## src/rtl/pipe_stage_reg.sv

```systemverilog
// Parametrised inter-stage pipeline register: DEPTH valid/ready slices with flush,
// bubble-zeroed control, occupancy and a saturating stall-cycle counter.
module pipe_stage_reg #(
  parameter int DATA_W = 64,
  parameter int CTRL_W = 10,
  parameter int DEPTH  = 1,
  parameter int CNT_W  = 16
) (
  input  logic                       clk,
  input  logic                       rst_n,
  input  logic                       flush,
  input  logic                       in_valid,
  output logic                       in_ready,
  input  logic [DATA_W-1:0]          in_data,
  input  logic [CTRL_W-1:0]          in_ctrl,
  output logic                       out_valid,
  input  logic                       out_ready,
  output logic [DATA_W-1:0]          out_data,
  output logic [CTRL_W-1:0]          out_ctrl,
  output logic [$clog2(DEPTH+1)-1:0] occupancy,
  output logic [CNT_W-1:0]           stall_cnt,
  input  logic                       stall_clr
);

  localparam int OCC_W = $clog2(DEPTH+1);

  logic [DEPTH-1:0] r_valid;
  logic [DEPTH-1:0] w_ready;
  logic [DEPTH-1:0] w_src_valid;
  logic [DEPTH-1:0] w_valid_next;
  logic [OCC_W-1:0] r_occ;
  logic [OCC_W-1:0] w_occ_next;
  logic [CNT_W-1:0] r_stall_cnt;
  logic             w_stalled;

  genvar gi;
  generate
    for (gi = 0; gi < DEPTH; gi++) begin : g_slice
      logic [DATA_W-1:0] r_data;
      logic [CTRL_W-1:0] r_ctrl;
      logic [DATA_W-1:0] w_src_data;
      logic [CTRL_W-1:0] w_src_ctrl;

      if (gi == 0) begin : g_head
        assign w_src_valid[gi] = in_valid;
        assign w_src_data      = in_data;
        assign w_src_ctrl      = in_ctrl;
      end else begin : g_chain
        assign w_src_valid[gi] = r_valid[gi-1];
        assign w_src_data      = g_slice[gi-1].r_data;
        assign w_src_ctrl      = g_slice[gi-1].r_ctrl;
      end

      // Ready ripples backwards from the output so a full pipe can still shift.
      if (gi == DEPTH-1) begin : g_tail_rdy
        assign w_ready[gi] = ~r_valid[gi] | out_ready;
      end else begin : g_mid_rdy
        assign w_ready[gi] = ~r_valid[gi] | w_ready[gi+1];
      end

      assign w_valid_next[gi] = flush ? 1'b0 : (w_ready[gi] ? w_src_valid[gi] : r_valid[gi]);

      always_ff @(posedge clk) begin
        if (!rst_n) begin
          r_data <= '0;
          r_ctrl <= '0;
        end else if (flush) begin
          r_ctrl <= '0;
        end else if (w_ready[gi]) begin
          r_data <= w_src_data;
          r_ctrl <= w_src_valid[gi] ? w_src_ctrl : '0;
        end
      end
    end
  endgenerate

  always_comb begin
    w_occ_next = '0;
    for (int i = 0; i < DEPTH; i++) begin
      w_occ_next = w_occ_next + OCC_W'(w_valid_next[i]);
    end
  end

  always_ff @(posedge clk) begin
    if (!rst_n) begin
      r_valid <= '0;
      r_occ   <= '0;
    end else begin
      r_valid <= w_valid_next;
      r_occ   <= w_occ_next;
    end
  end

  assign w_stalled = r_valid[DEPTH-1] & ~out_ready;

  always_ff @(posedge clk) begin
    if (!rst_n) begin
      r_stall_cnt <= '0;
    end else if (stall_clr) begin
      r_stall_cnt <= '0;
    end else if (w_stalled && !(&r_stall_cnt)) begin
      r_stall_cnt <= r_stall_cnt + CNT_W'(1);
    end
  end

  assign in_ready  = w_ready[0];
  assign out_valid = r_valid[DEPTH-1];
  assign out_data  = g_slice[DEPTH-1].r_data;
  assign out_ctrl  = g_slice[DEPTH-1].r_ctrl & {CTRL_W{r_valid[DEPTH-1]}};
  assign occupancy = r_occ;
  assign stall_cnt = r_stall_cnt;

endmodule
```

## config.mk

```make
export PLATFORM = sky130hd
export DESIGN_NAME = pipe_stage_reg
export DESIGN_NICKNAME = d
export VERILOG_FILES = /design/src/rtl/pipe_stage_reg.sv
export SDC_FILE = /design/constraint.sdc
export NUM_CORES = 1
export LEC_CHECK = 0
export CORE_MARGIN = 5
export CORE_UTILIZATION = 37
export CTS_CLUSTER_SIZE = 12
export DETAILED_ROUTE_END_ITERATION = 8
export PLACE_DENSITY = 0.76
export RECOVER_POWER = 50
export SLEW_MARGIN = 40
export SYNTH_ARGS = -nofsm -noshare
export SYNTH_HDL_FRONTEND = slang
export SYNTH_SLANG_ARGS = --single-unit
export TNS_END_PERCENT = 5
```

## constraint.sdc

```tcl
create_clock -name clk -period 1.7 [get_ports clk]
set_clock_uncertainty 0.2 [all_clocks]
set_input_delay 0.34 -clock clk [delete_from_list [all_inputs] [get_ports clk]]
set_output_delay 0.34 -clock clk [all_outputs]
set_load 0.05 [all_outputs]
```

==> results.tsv, run 1 <==
metric	value	unit
worstMarginPinSlew	0.404	ns
n_antenna_cell	0	
clk_latency	0.35	ns
grt-ovfl-total	0	
finalSetupViolCount	1	
cts_buffers	9	
grt_pass1_wl	17.8	mm
grt_pass1_vias	3691	
grt_max_degree	57	
dp.cells	749	
power_leakage	2.68	nW
remaining_drc_errors	0	
post-route-util	0.701	
vias_per_cell	4.98	
antenna_found_initial	0	
power	4.95	mW
yosysWarnings	0	
place_ws	-0.490	ns
outcome	finished with violations	
setup_tns	-0.0136	ns
synthDominantCellAreaShare	0.495	
synth_nets	525	
max_stage_delay	0.36	ns
fin_crit	1.71	ns
ys_types	36	
synthTopCellsByArea	dfxtp_1 (49%), nand2_1 (15%), a21boi_0 (7.3%)	
place_area	0.00663	mm2
fmax	584	MHz
ant_nets	0	
nets	711	
slew_violations	0	
crit_required	1.16	ns
io_buffer_count	172	
cts_buffer_depth	2	
critPathCaptureType	primary output	
wirelength	12.0	mm
ys_seq_area_frac	0.495	
synth-seq-cells	91	
drv_cap	0	
dieWidth	110	um
crit_arrival	1.17	ns
critPathTopFamily	flip-flops	
fin_area	0.00682	mm2
syn_area	0.00368	mm2
die_h	110	um
core	0.00973	mm2
synth_cells	444	
floorplan.die_area	0.0120	mm2
cts_tree	built	
clock-root-buffer	clkbuf_8	
crit_type	flop to primary output	
slew_headroom	0.731	
dr.pass1.iters	6	
clock_sinks	91	
drive_gt1_frac	0.287	
clk_pin_slew	0.09	ns
vdd.ir_drop.worst	0.487	mV
rows	36	
rsz0062_at_grt	yes	
worst_slack	-0.0136	ns
cts_hold_buf	0	
startpoint_type	flop	
track_usage	0.190	
holdWs	0.194	ns
start_util	0.378	
syn_avg_cell_area	8.29	um2
violations	negative setup slack	
cp_slowest_cell	dfxtp_4	
vias	3823	
h-tree-depth	3	
layout_common_cells	nand2_1 (152), buf_12 (86), clkdlybuf4s50_1 (77), dfxtp_1 (75), a21boi_1 (51)	
fin_cells	768	
place_congestion	0.869	
post_drt_wl_per_cell	15.6	um
worst-path-buf-inv	2	
area_growth	85.2	%
pin_count	173	
crit_path_cell_trace	nor2b_4, inv_4, buf_8	
min-delay-path-class	input pin to flop	
finalHoldViolCount	0	
drtIter0Drc	112	
final_common_cell	nand2_1	
dp_hpwl	9.06	mm
powerDensity	726	mW/mm2
yosysTopAreaCell	dfxtp_1	
crit_path_max_fanout	14	
timing.final.crit_share	1.01	
-- flip-flops by register name, indices dropped and copies added, names as in the netlist --
signal and flops:
g_slice.r_ctrl 10, occupancy 1, out_data 64, stall_cnt 16
-- power breakdown --
group / switching [mW] / total (mW) / internal [mW]
Clock: 0.747 / 1.47 / 0.721
Combinational: 0.583 / 1.17 / 0.592
Sequential: 0.0873 / 2.31 / 2.22
Total: 1.42 / 4.95 / 3.53
-- repair_timing --
action / 4_1_cts / 5_1_grt
gates resized for setup: 20 / 35
setup endpoints to repair: 22 / 65
cloned: 0 / 2
pin swaps: 0 / 4
buffers inserted: 1 / 1
-- final cells by class --
cell class / instances / area (um2)
clock buffers: 12 / 145
clock inverters: 4 / 48.8
fillers: 734 / 2910
inverters: 4 / 17.5
multi-input cells: 320 / 1770
flip-flops and latches: 91 / 1850
well taps: 133 / 166
repair buffers: 204 / 2820
-- Yosys cell counts, drive strengths merged --
cell type,n
a31oi,2
clkbuf,15
buf,14
nand3,16
o211ai,1
a211oi,2
a21boi,64
ha,1
a31o,1
or3,4
nor2b,2
and3,2
a311oi,1
nand2,152
o311ai,1
and4,2
o41ai,1
and3b,1
nand4,7
o21ai,7
mux2i,5
dfxtp,91
nor4,1
and2,10
a21oi,19
nor2,6
nor3,4
inv,4
nand2b,7
a2111o,1
-- path summary, 6_finish.rpt --
| kind | start | end | slack (ns) | cells past startpoint |
|---|---|---|---|---|
| max reg2reg | occupancy | stall_cnt[11] | 0 | 5 |
| min reg2reg | out_data[7] | out_data[7] | 0.26 | 2 |
| min | rst_n | out_data[43] | 0.19 | 2 |
| max | occupancy | in_ready | -0.01 | 3 |
-- cells by family (layout without fill, tap and decap cells) --
logic type	count (synthesis)	in the layout	synth area share
fa+ha+maj	1	1	0.00340
mux	5	5	0.0136
buf+inv	33	224	0.0438
flops	91	91	0.495
compound gates	100	100	0.188
simple gates	214	214	0.257
-- metal layers --
metal	GRT usage	vias to the layer above	wire (um)
met3	0.0816	27	1150
met4	0.0837	0	327
met1	0.194	1783	4350
li1	-	1859	-
met5	0	-	0
met2	0.338	154	6140
(Power assumes the default switching activity.)
==> inputs of run 2 (changes only) <==
--- a/config.mk
+++ b/config.mk
@@ -5,12 +5,14 @@
 export SDC_FILE = /design/constraint.sdc
 export NUM_CORES = 1
 export LEC_CHECK = 0
+export ABC_CLOCK_PERIOD_IN_PS = 1700
 export CORE_MARGIN = 5
 export CORE_UTILIZATION = 37
 export CTS_CLUSTER_SIZE = 12
 export DETAILED_ROUTE_END_ITERATION = 8
 export PLACE_DENSITY = 0.76
 export RECOVER_POWER = 50
+export SETUP_SLACK_MARGIN = 0.15
 export SLEW_MARGIN = 40
 export SYNTH_ARGS = -nofsm -noshare
 export SYNTH_HDL_FRONTEND = slang
==> results.tsv, run 2 (synthesis results as in run 1) <==
metric	value	unit
drtIter0Drc	155	
timing.final.crit_share	1.07	
dieWidth	110	um
dr.pass1.iters	4	
io_buffer_count	172	
fillerInstances	744	
area_growth	83.7	%
regArea	0.00186	mm2
r2r_slack	-0.12	ns
clock_sinks	91	
crit_required	1.73	ns
layout_common_cells	nand2_1 (143), clkdlybuf4s50_1 (77), dfxtp_1 (74), buf_12 (71), a21boi_1 (53)	
nets	717	
dp.cells	748	
h-tree-depth	3	
cts_buffers	9	
grt_pass1_vias	3739	
drive_gt1_frac	0.331	
violations	negative setup slack	
r2r_end	stall_cnt[14]	
dp_hpwl	8.75	mm
crit_path_cell_trace	and4_1, nand4_1, o311ai_2, o41ai_2	
cts_tree	built	
grt_max_degree	41	
vias	3804	
met1_usage	0.199	
remaining_drc_errors	0	
fin_cells	774	
clk_latency	0.35	ns
powerDensity	728	mW/mm2
rsz0062_at_grt	yes	
fin_area	0.00677	mm2
post-route-util	0.695	
die_h	110	um
worst-path-buf-inv	0	
min_path_cells	2	
grt.busiest_layer	met2	
critPathCaptureType	flop	
crit_path_max_fanout	8	
vias_per_cell	4.91	
grt_use_met2	0.351	
grt_pass1_wl	18.0	mm
final_common_cell	nand2_1	
start_util	0.378	
core	0.00973	mm2
n_antenna_cell	0	
cts_buffer_depth	2	
worstMarginPinSlew	0.395	ns
drv_cap	0	
cp_slowest_cell	dfxtp_2	
crit_type	flop to flop	
outcome	finished with violations	
antenna_found_initial	0	
wirelength	12.1	mm
clk_pin_slew	0.10	ns
crit_arrival	1.86	ns
place_area	0.00667	mm2
finalHoldViolCount	0	
pin_count	173	
hold_end	out_data[63]	
rows	36	
met3_usage	0.0699	
power_leakage	2.68	nW
floorplan.die_area	0.0120	mm2
startpoint_type	flop	
clock-root-buffer	clkbuf_8	
max_stage_delay	0.44	ns
ant_nets	0	
track_usage	0.190	
r2r_start	stall_cnt[8]	
critPathTopFamily	simple AND/OR/NAND/NOR gates	
fin_crit	1.82	ns
worst_slack	-0.124	ns
finalSetupViolCount	14	
post_drt_wl_per_cell	15.7	um
place_congestion	0.852	
slew_headroom	0.736	
slew_violations	0	
vdd.ir_drop.worst	0.491	mV
largest_reg_flops	64	
grt-ovfl-total	0	
min-delay-path-class	flop to flop	
multi_input_area	0.00189	mm2
r2r_cells	4	
worstHoldStart	out_data[63]	
fmax	548	MHz
cts_hold_buf	0	
setup_tns	-0.404	ns
run 2: final cells by class:
| type | count | share of cell area |
|---|---|---|
| repair buffers | 210 | 0.389 |
| multi-input cells | 320 | 0.279 |
| flip-flops and latches | 91 | 0.274 |
| well taps | 133 | 0.0246 |
| clock buffers | 10 | 0.0203 |
| clock inverters | 6 | 0.0104 |
| inverters | 4 | 0.00259 |
run 2: layer usage:
metal / vias up / routed length, um
met5: - / 0
met4: 0 / 366
met3: 30 / 966
met2: 139 / 6360
met1: 1765 / 4420
li1: 1870 / -
run 2: through the flow:
stage / setup WS, ns / hold slack (ns) / power (mW)
after floorplan: 0.0455 / 0.225 / 2.85
after global placement: -0.393 / 0.232 / 3.52
after detailed placement: -0.398 / 0.242 / 3.55
after CTS: -0.0451 / 0.248 / 5.10
after global routing: -0.201 / 0.255 / 5.13
final: -0.124 / 0.255 / 4.92
run 2: what timing repair did:
action,in CTS,in global routing
setup buffers,3,7
setup endpoints to repair,105,98
pin swaps,34,24
gates resized for setup,62,28
run 2: how the worst max path moves through the flow:
| stage | depth (start not counted) | endpoint | from |
|---|---|---|---|
| after floorplan | 6 | stall_cnt[9] | occupancy |
| after global placement | 6 | stall_cnt[3] | out_ready |
| after CTS | 4 | in_ready | occupancy |
| final | 4 | stall_cnt[14] | stall_cnt[8] |
| after global routing | 4 | stall_cnt[14] | stall_cnt[8] |
| after detailed placement | 6 | stall_cnt[3] | out_ready |
run 2: power breakdown:
part | internal (mW) | total (mW) | switching, mW
Sequential | 2.22 | 2.29 | 0.0748
Combinational | 0.524 | 1.11 | 0.582
Clock | 0.736 | 1.52 | 0.788
run 2: worst reg2reg max path, cell delays in order, from the launching register on:
cell,delay [ns]
dfxtp_2,0.44
and4_1,0.26
nand4_1,0.30
o311ai_2,0.38
o41ai_2,0.13
==> inputs of run 3 (changes only) <==
--- a/config.mk
+++ b/config.mk
@@ -10,6 +10,7 @@
 export CORE_UTILIZATION = 37
 export CTS_CLUSTER_SIZE = 12
 export DETAILED_ROUTE_END_ITERATION = 8
+export GPL_TIMING_DRIVEN = 0
 export PLACE_DENSITY = 0.76
 export RECOVER_POWER = 50
 export SETUP_SLACK_MARGIN = 0.15
==> results.tsv, run 3 (synthesis results as in run 1) <==
metric	value	unit
setup_tns	-0.955	ns
crit_path_max_fanout	5	
startpoint_type	flop	
h-tree-depth	3	
r2r_slack	-0.04	ns
power_leakage	2.50	nW
pin_count	173	
grt_pass1_vias	3634	
timing.final.crit_share	1.09	
powerDensity	798	mW/mm2
worstHoldStart	out_data[52]	
outcome	finished with violations	
power	4.75	mW
grt-ovfl-total	0	
vias	3764	
cts_buffers	9	
rows	36	
vdd.ir_drop.worst	0.451	mV
post_drt_wl_per_cell	14.1	um
clk_pin_slew	0.10	ns
critPathCaptureType	primary output	
violations	negative setup slack	
start_util	0.378	
nets	720	
remaining_drc_errors	0	
slew_headroom	0.670	
crit_type	flop to primary output	
dp_hpwl	8.22	mm
finalHoldViolCount	0	
grt_max_degree	17	
hold_end	out_data[52]	
cts_tree	built	
vias_per_cell	4.84	
die_h	110	um
wirelength	11.0	mm
dieWidth	110	um
crit_arrival	1.31	ns
io_buffer_count	172	
place_ws	-0.968	ns
n_antenna_cell	0	
dr.pass1.iters	4	
r2r_cells	8	
final_common_cell	nand2_1	
clk_latency	0.35	ns
fin_area	0.00595	mm2
min_path_cells	2	
area_growth	61.5	%
finalSetupViolCount	17	
place_area	0.00562	mm2
worst_slack	-0.149	ns
r2r_end	stall_cnt[15]	
clock-root-buffer	clkbuf_8	
drv_cap	0	
r2r_start	occupancy	
cts_buffer_depth	2	
crit_required	1.16	ns
floorplan.die_area	0.0120	mm2
drtIter0Drc	141	
place_congestion	0.873	
grt_pass1_wl	16.7	mm
largest_reg_flops	64	
core	0.00973	mm2
min-delay-path-class	flop to flop	
drive_gt1_frac	0.292	
layout_common_cells	nand2_1 (143), clkdlybuf4s50_1 (78), dfxtp_1 (74), a21boi_1 (52), clkbuf_4 (35)	
fmax	541	MHz
rsz0062_at_grt	yes	
track_usage	0.176	
worstMarginPinSlew	0.497	ns
slew_violations	0	
antenna_found_initial	0	
fin_crit	1.85	ns
holdWs	0.252	ns
clock_sinks	91	
ant_nets	0	
## run 3: cell types whose count changed in the layout (fill, tap and decap cells not counted), moves of 10 or more
cell / change
and2_1: +10
buf_12: -68
buf_2: +23
clkbuf_2: -16
and2_4: -10
clkbuf_4: +35
## run 3: cell type report
class	instances	area (um2)
plain buffers	29	274
well taps	133	166
flip-flops and latches	91	1850
fillers	879	3780
multi-input cells	320	1810
repair buffers	184	1620
clock buffers	11	163
clock inverters	5	40.0
inverters	4	20.0
## run 3: what timing repair did
action / 4_1_cts / 5_1_grt
resized for setup: 520 / 141
pin swaps: 10 / 54
endpoints found under the setup margin: 172 / 150
hold buffers: 0 / 0
setup buffers: 5 / 6
cloned: 0 / 1
## run 3: through the flow
step | util | std cells
4_1_cts | 0.575 | 770
3_5_place_dp | 0.578 | 749
6_report | 0.611 | 777
2_1_floorplan | - | 444
5_1_grt | 0.611 | 777
3_3_place_gp | 0.578 | 749
## run 3: worst max path at each step
stage,startpoint,to,depth (start not counted)
after global routing,occupancy,in_ready,5
after CTS,occupancy,in_ready,5
after global placement,out_ready,in_ready,6
after floorplan,occupancy,stall_cnt[9],6
final,occupancy,in_ready,5
after detailed placement,out_ready,in_ready,6
## run 3: per-layer routing
| metal | wire, um | global-route usage | up-vias | share of wire |
|---|---|---|---|---|
| li1 | - | - | 1867 | - |
| met5 | 0 | 0 | - | 0 |
| met1 | 4100 | 0.198 | 1742 | 0.37 |
| met4 | 144 | 0.0419 | 0 | 0.013 |
| met3 | 1060 | 0.0740 | 11 | 0.096 |
| met2 | 5680 | 0.308 | 144 | 0.52 |
## run 3: power by group
group	internal (mW)	leakage, nW	switching (mW)
Clock	0.681	0.106	0.793
Sequential	2.22	0.755	0.0469
Combinational	0.420	1.64	0.585
Total	3.32	2.50	1.43
## run 3: critical path, stage by stage, from the launching register on
cell,delay [ns]
dfxtp_4,0.38
nor2b_4,0.14
buf_6,0.13
inv_6,0.04
clkbuf_16,0.14
buf_12,0.14
==> RTL edit 1 (flow settings as in run 2) <==
Reset style: asynchronous (`rst_n`), changed in 3 clocked blocks.
--- a/src/rtl/pipe_stage_reg.sv
+++ b/src/rtl/pipe_stage_reg.sv
@@ -60,7 +60,7 @@
 
       assign w_valid_next[gi] = flush ? 1'b0 : (w_ready[gi] ? w_src_valid[gi] : r_valid[gi]);
 
-      always_ff @(posedge clk) begin
+      always_ff @(posedge clk or negedge rst_n) begin
         if (!rst_n) begin
           r_data <= '0;
           r_ctrl <= '0;
@@ -81,7 +81,7 @@
     end
   end
 
-  always_ff @(posedge clk) begin
+  always_ff @(posedge clk or negedge rst_n) begin
     if (!rst_n) begin
       r_valid <= '0;
       r_occ   <= '0;
@@ -93,7 +93,7 @@
 
   assign w_stalled = r_valid[DEPTH-1] & ~out_ready;
 
-  always_ff @(posedge clk) begin
+  always_ff @(posedge clk or negedge rst_n) begin
     if (!rst_n) begin
       r_stall_cnt <= '0;
     end else if (stall_clr) begin
Behaviour: differs if rst_n is asserted again (counterexample within 4 cycles, from zero or initial values and one cycle with rst_n low); with rst_n held inactive, the same outputs for 10 cycles.
==> RTL edit 1 against run 2 <==
The flow still finishes with violations (negative setup slack). Worst setup slack got worse by 97 ps. Sequential cell count is the same. Wire length shrank 0.43%. Maximum frequency decreased by 5.1%. Critical path depth unchanged. Design area is 8.5% higher. Synthesized area increased by 0.85%. Critical path type unchanged. Critical endpoint is now stall_cnt[13].
Power is not compared: it rests on default switching activity, and its combinational part moved more than twofold at a synthesized area within 25%.
==> RTL edit 1: results (changes against run 2) <==
[metrics] outcome: finished with violations
[metrics] failing checks: negative setup slack
[metrics] Cell variety after synth: 33 (-8.3%)
[metrics] GP Congestion: 0.8461 (-0.70%)
[metrics] final sum of negative setup slack: -4615 ps (-4211 ps)
[metrics] Slew @ Worst Pin: 692.0 ps (+296.6 ps)
[metrics] crit-path max FO: 5 (-3)
[metrics] Cells after Synth: 270 (-39%)
[metrics] maximum number of pins on one net before global-route repair: 35 (-15%)
[metrics] timing startpoint of the critical path: stall_cnt[3]
[metrics] number of placed instances, taps included: 601 (-20%)
[metrics] Synth async-reset ratio: 1.000 (+1.000)
[metrics] Post-Synth Adder-Cell Area: 0.003369 (-0.00002862)
[metrics] total setup violations reported at the end of the flow: 63 (+49)
[metrics] non-filler cells in the finished layout: 623 (-20%)
[metrics] Critical-path top delay cell: sky130_fd_sc_hd__or4_4
[metrics] Critical Path Max Stage Delay: 600 ps (+160 ps)
[metrics] Total GRT Usage: 0.1967 (+0.006325)
[metrics] Post-Place Worst Slack: -626.0 ps (-228.0 ps)
[metrics] launch instance of the worst min-delay path: g_slice[0].r_ctrl[9]
[metrics] First DRT Iteration DRCs: 111 (-28%)
[metrics] worst hold margin: 316.0 ps (+60.91 ps)
[metrics] Compound-Gate Fraction of Synth Area: 0.06974 (-0.1182)
[metrics] vias in the first global route: 3,494 (-6.6%)
[metrics] mux share of post-synthesis cell area: 0.1998 (+0.1862)
[metrics] first-pass GRT wire length: 18,000 um (about the same)
[metrics] crit path setup slack, layout: -220.8 ps (-97.14 ps)
[metrics] Final HPWL DP: 8741 um (-0.15%)
[metrics] post-DR wirelength/cell: 19.37 um (+24%)
[metrics] most frequent cells after synthesis: sky130_fd_sc_hd__dfrtp_1, sky130_fd_sc_hd__mux2_2, sky130_fd_sc_hd__a21oi_1, sky130_fd_sc_hd__and2_1, sky130_fd_sc_hd__a22o_1
[metrics] most area-consuming cells after synthesis: sky130_fd_sc_hd__dfrtp_1, sky130_fd_sc_hd__mux2_2, sky130_fd_sc_hd__a22o_1
[metrics] data arrival at the endpoint of the critical path: 2010 ps (+150 ps)
[metrics] layout cells sized above 1: 0.5490 (+0.2182)
[metrics] fin util: 0.7509 (+0.05555)
[metrics] number of cells on the worst reg-to-reg path: 4 (unchanged)
[metrics] Filler cells: 612 (-18%)
[metrics] hold endpoint: g_slice[0].r_ctrl[9]
[metrics] layout net count: 566 (-21%)
## RTL edit 1: cell types whose count changed in the layout (fill, tap and decap cells not counted), sizes merged, moves of 10 or more
cell    delta
nand3     -12
clkbuf    -24
dfxtp     -91
dfrtp     +91
mux2      +65
a22o      +10
a21boi    -64
buf       +34
nand2    -149
## RTL edit 1: cell type report
class	instances	share of cell area
clock inverters	4	0.003409
multi-input cells	159	0.2146
flip-flops and latches	91	0.3130
clock buffers	12	0.02114
well taps	133	0.02267
repair buffers	219	0.4223
inverters	5	0.002898
## RTL edit 1: layer usage
layer	routed length, um	up-vias	GRT usage
met5	0	-	0
met4	206	0	0.07652
met3	924	16	0.06581
met2	6574	120	0.3544
met1	4359	1553	0.2122
li1	-	1408	-
## RTL edit 1: what timing repair did
item / CTS / global route
buffers inserted: 3 / 1
hold buffers: 1 / 0
gates resized for setup: 35 / 36
setup endpoints to repair: 120 / 120
pin swaps: 7 / 5
cloned: 0 / 1
endpoints found under the hold margin: 24 / 0
==> RTL edit 2 (config.mk and constraints of run 2) <==
Without the edit above. Change the parameter `CNT_W` from 16 to 18.
--- a/src/rtl/pipe_stage_reg.sv
+++ b/src/rtl/pipe_stage_reg.sv
@@ -4,7 +4,7 @@
   parameter int DATA_W = 64,
   parameter int CTRL_W = 10,
   parameter int DEPTH  = 1,
-  parameter int CNT_W  = 16
+  parameter int CNT_W  = 18
 ) (
   input  logic                       clk,
   input  logic                       rst_n,
Interface: changed (resized stall_cnt); port bits go from 173 to 175. No check against the original RTL was run, so the function may have changed too.
==> RTL edit 2 against run 2 <==
The run still ends with negative setup slack left. Total power rose by 9.8%. Wire length rose by 18%. Design area rose by 16%. Worst setup slack improved by 84 ps. Final cell count rose by 4.3%. Sequential cell count rose by 2. Combinational power rose by 21%. Synthesized area rose by 5.0%. Critical path depth did not move. Worst hold slack got worse by 23 ps. Register-to-register slack improved by 100 ps.
==> RTL edit 2: results (changes against run 2) <==
[metrics] post-DR wirelength/cell: 17.65 um (+13%)
[metrics] outcome: finished with violations
[metrics] Filler cells: 623 (-16%)
[metrics] maximum number of pins on one net before global-route repair: 66 (+61%)
[metrics] First DRT Iteration DRCs: 147 (-5.2%)
[metrics] top cell type's share of synthesized area: 0.4817 (-0.01302)
[metrics] Worst IR Drop VDD: 0.5776 mV (+18%)
[metrics] non-filler cells in the finished layout: 807 (+4.3%)
[metrics] latest clock arrival within the worst-skew pair: 370 ps (+20 ps)
[metrics] GP Congestion: 0.8320 (-2.4%)
[metrics] layout net count: 747 (+4.2%)
[metrics] Critical Path Max Stage Delay: 370 ps (-70 ps)
[metrics] failing checks: negative setup slack
[metrics] timing startpoint of the critical path: occupancy
[metrics] classification of the worst-slack hold path: primary input to flop
[metrics] launch point of the worst reg-to-reg path: stall_cnt[3]
[metrics] total setup violations reported at the end of the flow: 6 (-8)
[metrics] LEAKAGE: 3.109 nW (+16%)
[metrics] first-pass GRT wire length: 20,150 um (+12%)
[metrics] final sum of negative setup slack: -93.66 ps (+310.3 ps)
[metrics] number of cells on the worst reg-to-reg path: 5 (+1)
[metrics] most area-consuming cells after synthesis: sky130_fd_sc_hd__dfxtp_1, sky130_fd_sc_hd__nand2_1, sky130_fd_sc_hd__a21boi_0
[metrics] Cell variety after synth: 40 (+11%)
[metrics] number of placed instances, taps included: 778 (+4.0%)
[metrics] launch instance of the worst min-delay path: rst_n
[metrics] switching fraction of total power: 0.2900 (-0.003485)
[metrics] Critical-path top delay cell: sky130_fd_sc_hd__dfxtp_4
[metrics] crit path setup slack, layout: -39.57 ps (+84.14 ps)
[metrics] most frequent cells after synthesis: sky130_fd_sc_hd__nand2_1, sky130_fd_sc_hd__dfxtp_1, sky130_fd_sc_hd__a21boi_0, sky130_fd_sc_hd__a21oi_1, sky130_fd_sc_hd__clkbuf_1
[metrics] post-detailed-route via-to-cell ratio: 5.087 (+3.5%)
[metrics] data arrival at the endpoint of the critical path: 1200 ps (-660 ps)
[metrics] number of cells on the worst hold path: 4 (+2)
[metrics] Final HPWL DP: 9191 um (+5.0%)
[metrics] sequential fraction of the synthesis area: 0.4817 (-0.01302)
[metrics] post-synthesis net count: 546 (+4.0%)
[metrics] crit-path max FO: 3 (-5)
RTL edit 2: power groups by stage:
stage	Sequential (mW)	Combinational (mW)	Clock, mW
2_1_floorplan	2.65	0.219	0
3_3_place_gp	2.39	1.15	0
3_5_place_dp	2.39	1.17	0
4_1_cts	2.34	1.22	1.75
5_1_grt	2.36	1.40	1.86
6_report	2.35	1.34	1.72
RTL edit 2: kinds of logic after synthesis:
kind of cell,after synthesis,share of synthesized area
adder cells (fa/ha/maj),1,0.003237
AND/OR/NAND/NOR,221,0.2616
buffers and inverters,37,0.04241
multiplexers,5,0.01295
flip-flops,93,0.4817
AO/OA/AOI/OAI,108,0.1981
RTL edit 2: area by class of cell:
cell class,instances,area [um^2],share of cell area
well taps,136,170.2,0.02164
clock inverters,3,45.04,0.005728
inverters,3,11.26,0.001432
clock buffers,13,191.4,0.02434
repair buffers,224,3258,0.4143
flip-flops and latches,93,1926,0.2449
multi-input cells,335,2262,0.2877
RTL edit 2: worst max-delay path, delay by kind of cell, from the launching register on:
family                 cells  cell delay, ps
buffers and inverters      3             320
DFF                        1             370
and+or+nand+nor            1             160
RTL edit 2: worst paths after layout:
path	endpoint	slack, ps
max reg2reg	stall_cnt[15]	-20
max	in_ready	-40
min reg2reg	g_slice[0].r_ctrl[3]	260
min	stall_cnt[15]	230
RTL edit 2: repair_timing:
item / in CTS / in global routing
setup endpoints to repair: 42 / 104
buffers inserted: 4 / 5
cloned: 0 / 4
hold buffers: 0 / 0
gates resized for setup: 98 / 78
pin swaps: 48 / 61
RTL edit 2: per-layer routing:
layer / vias to the layer above / part of all wire / GRT usage
li1: 1975 / - / -
met1: 1944 / 0.36 / 0.2043
met2: 157 / 0.52 / 0.3401
met3: 29 / 0.096 / 0.09003
met4: 0 / 0.027 / 0.08574
met5: - / 0 / 0
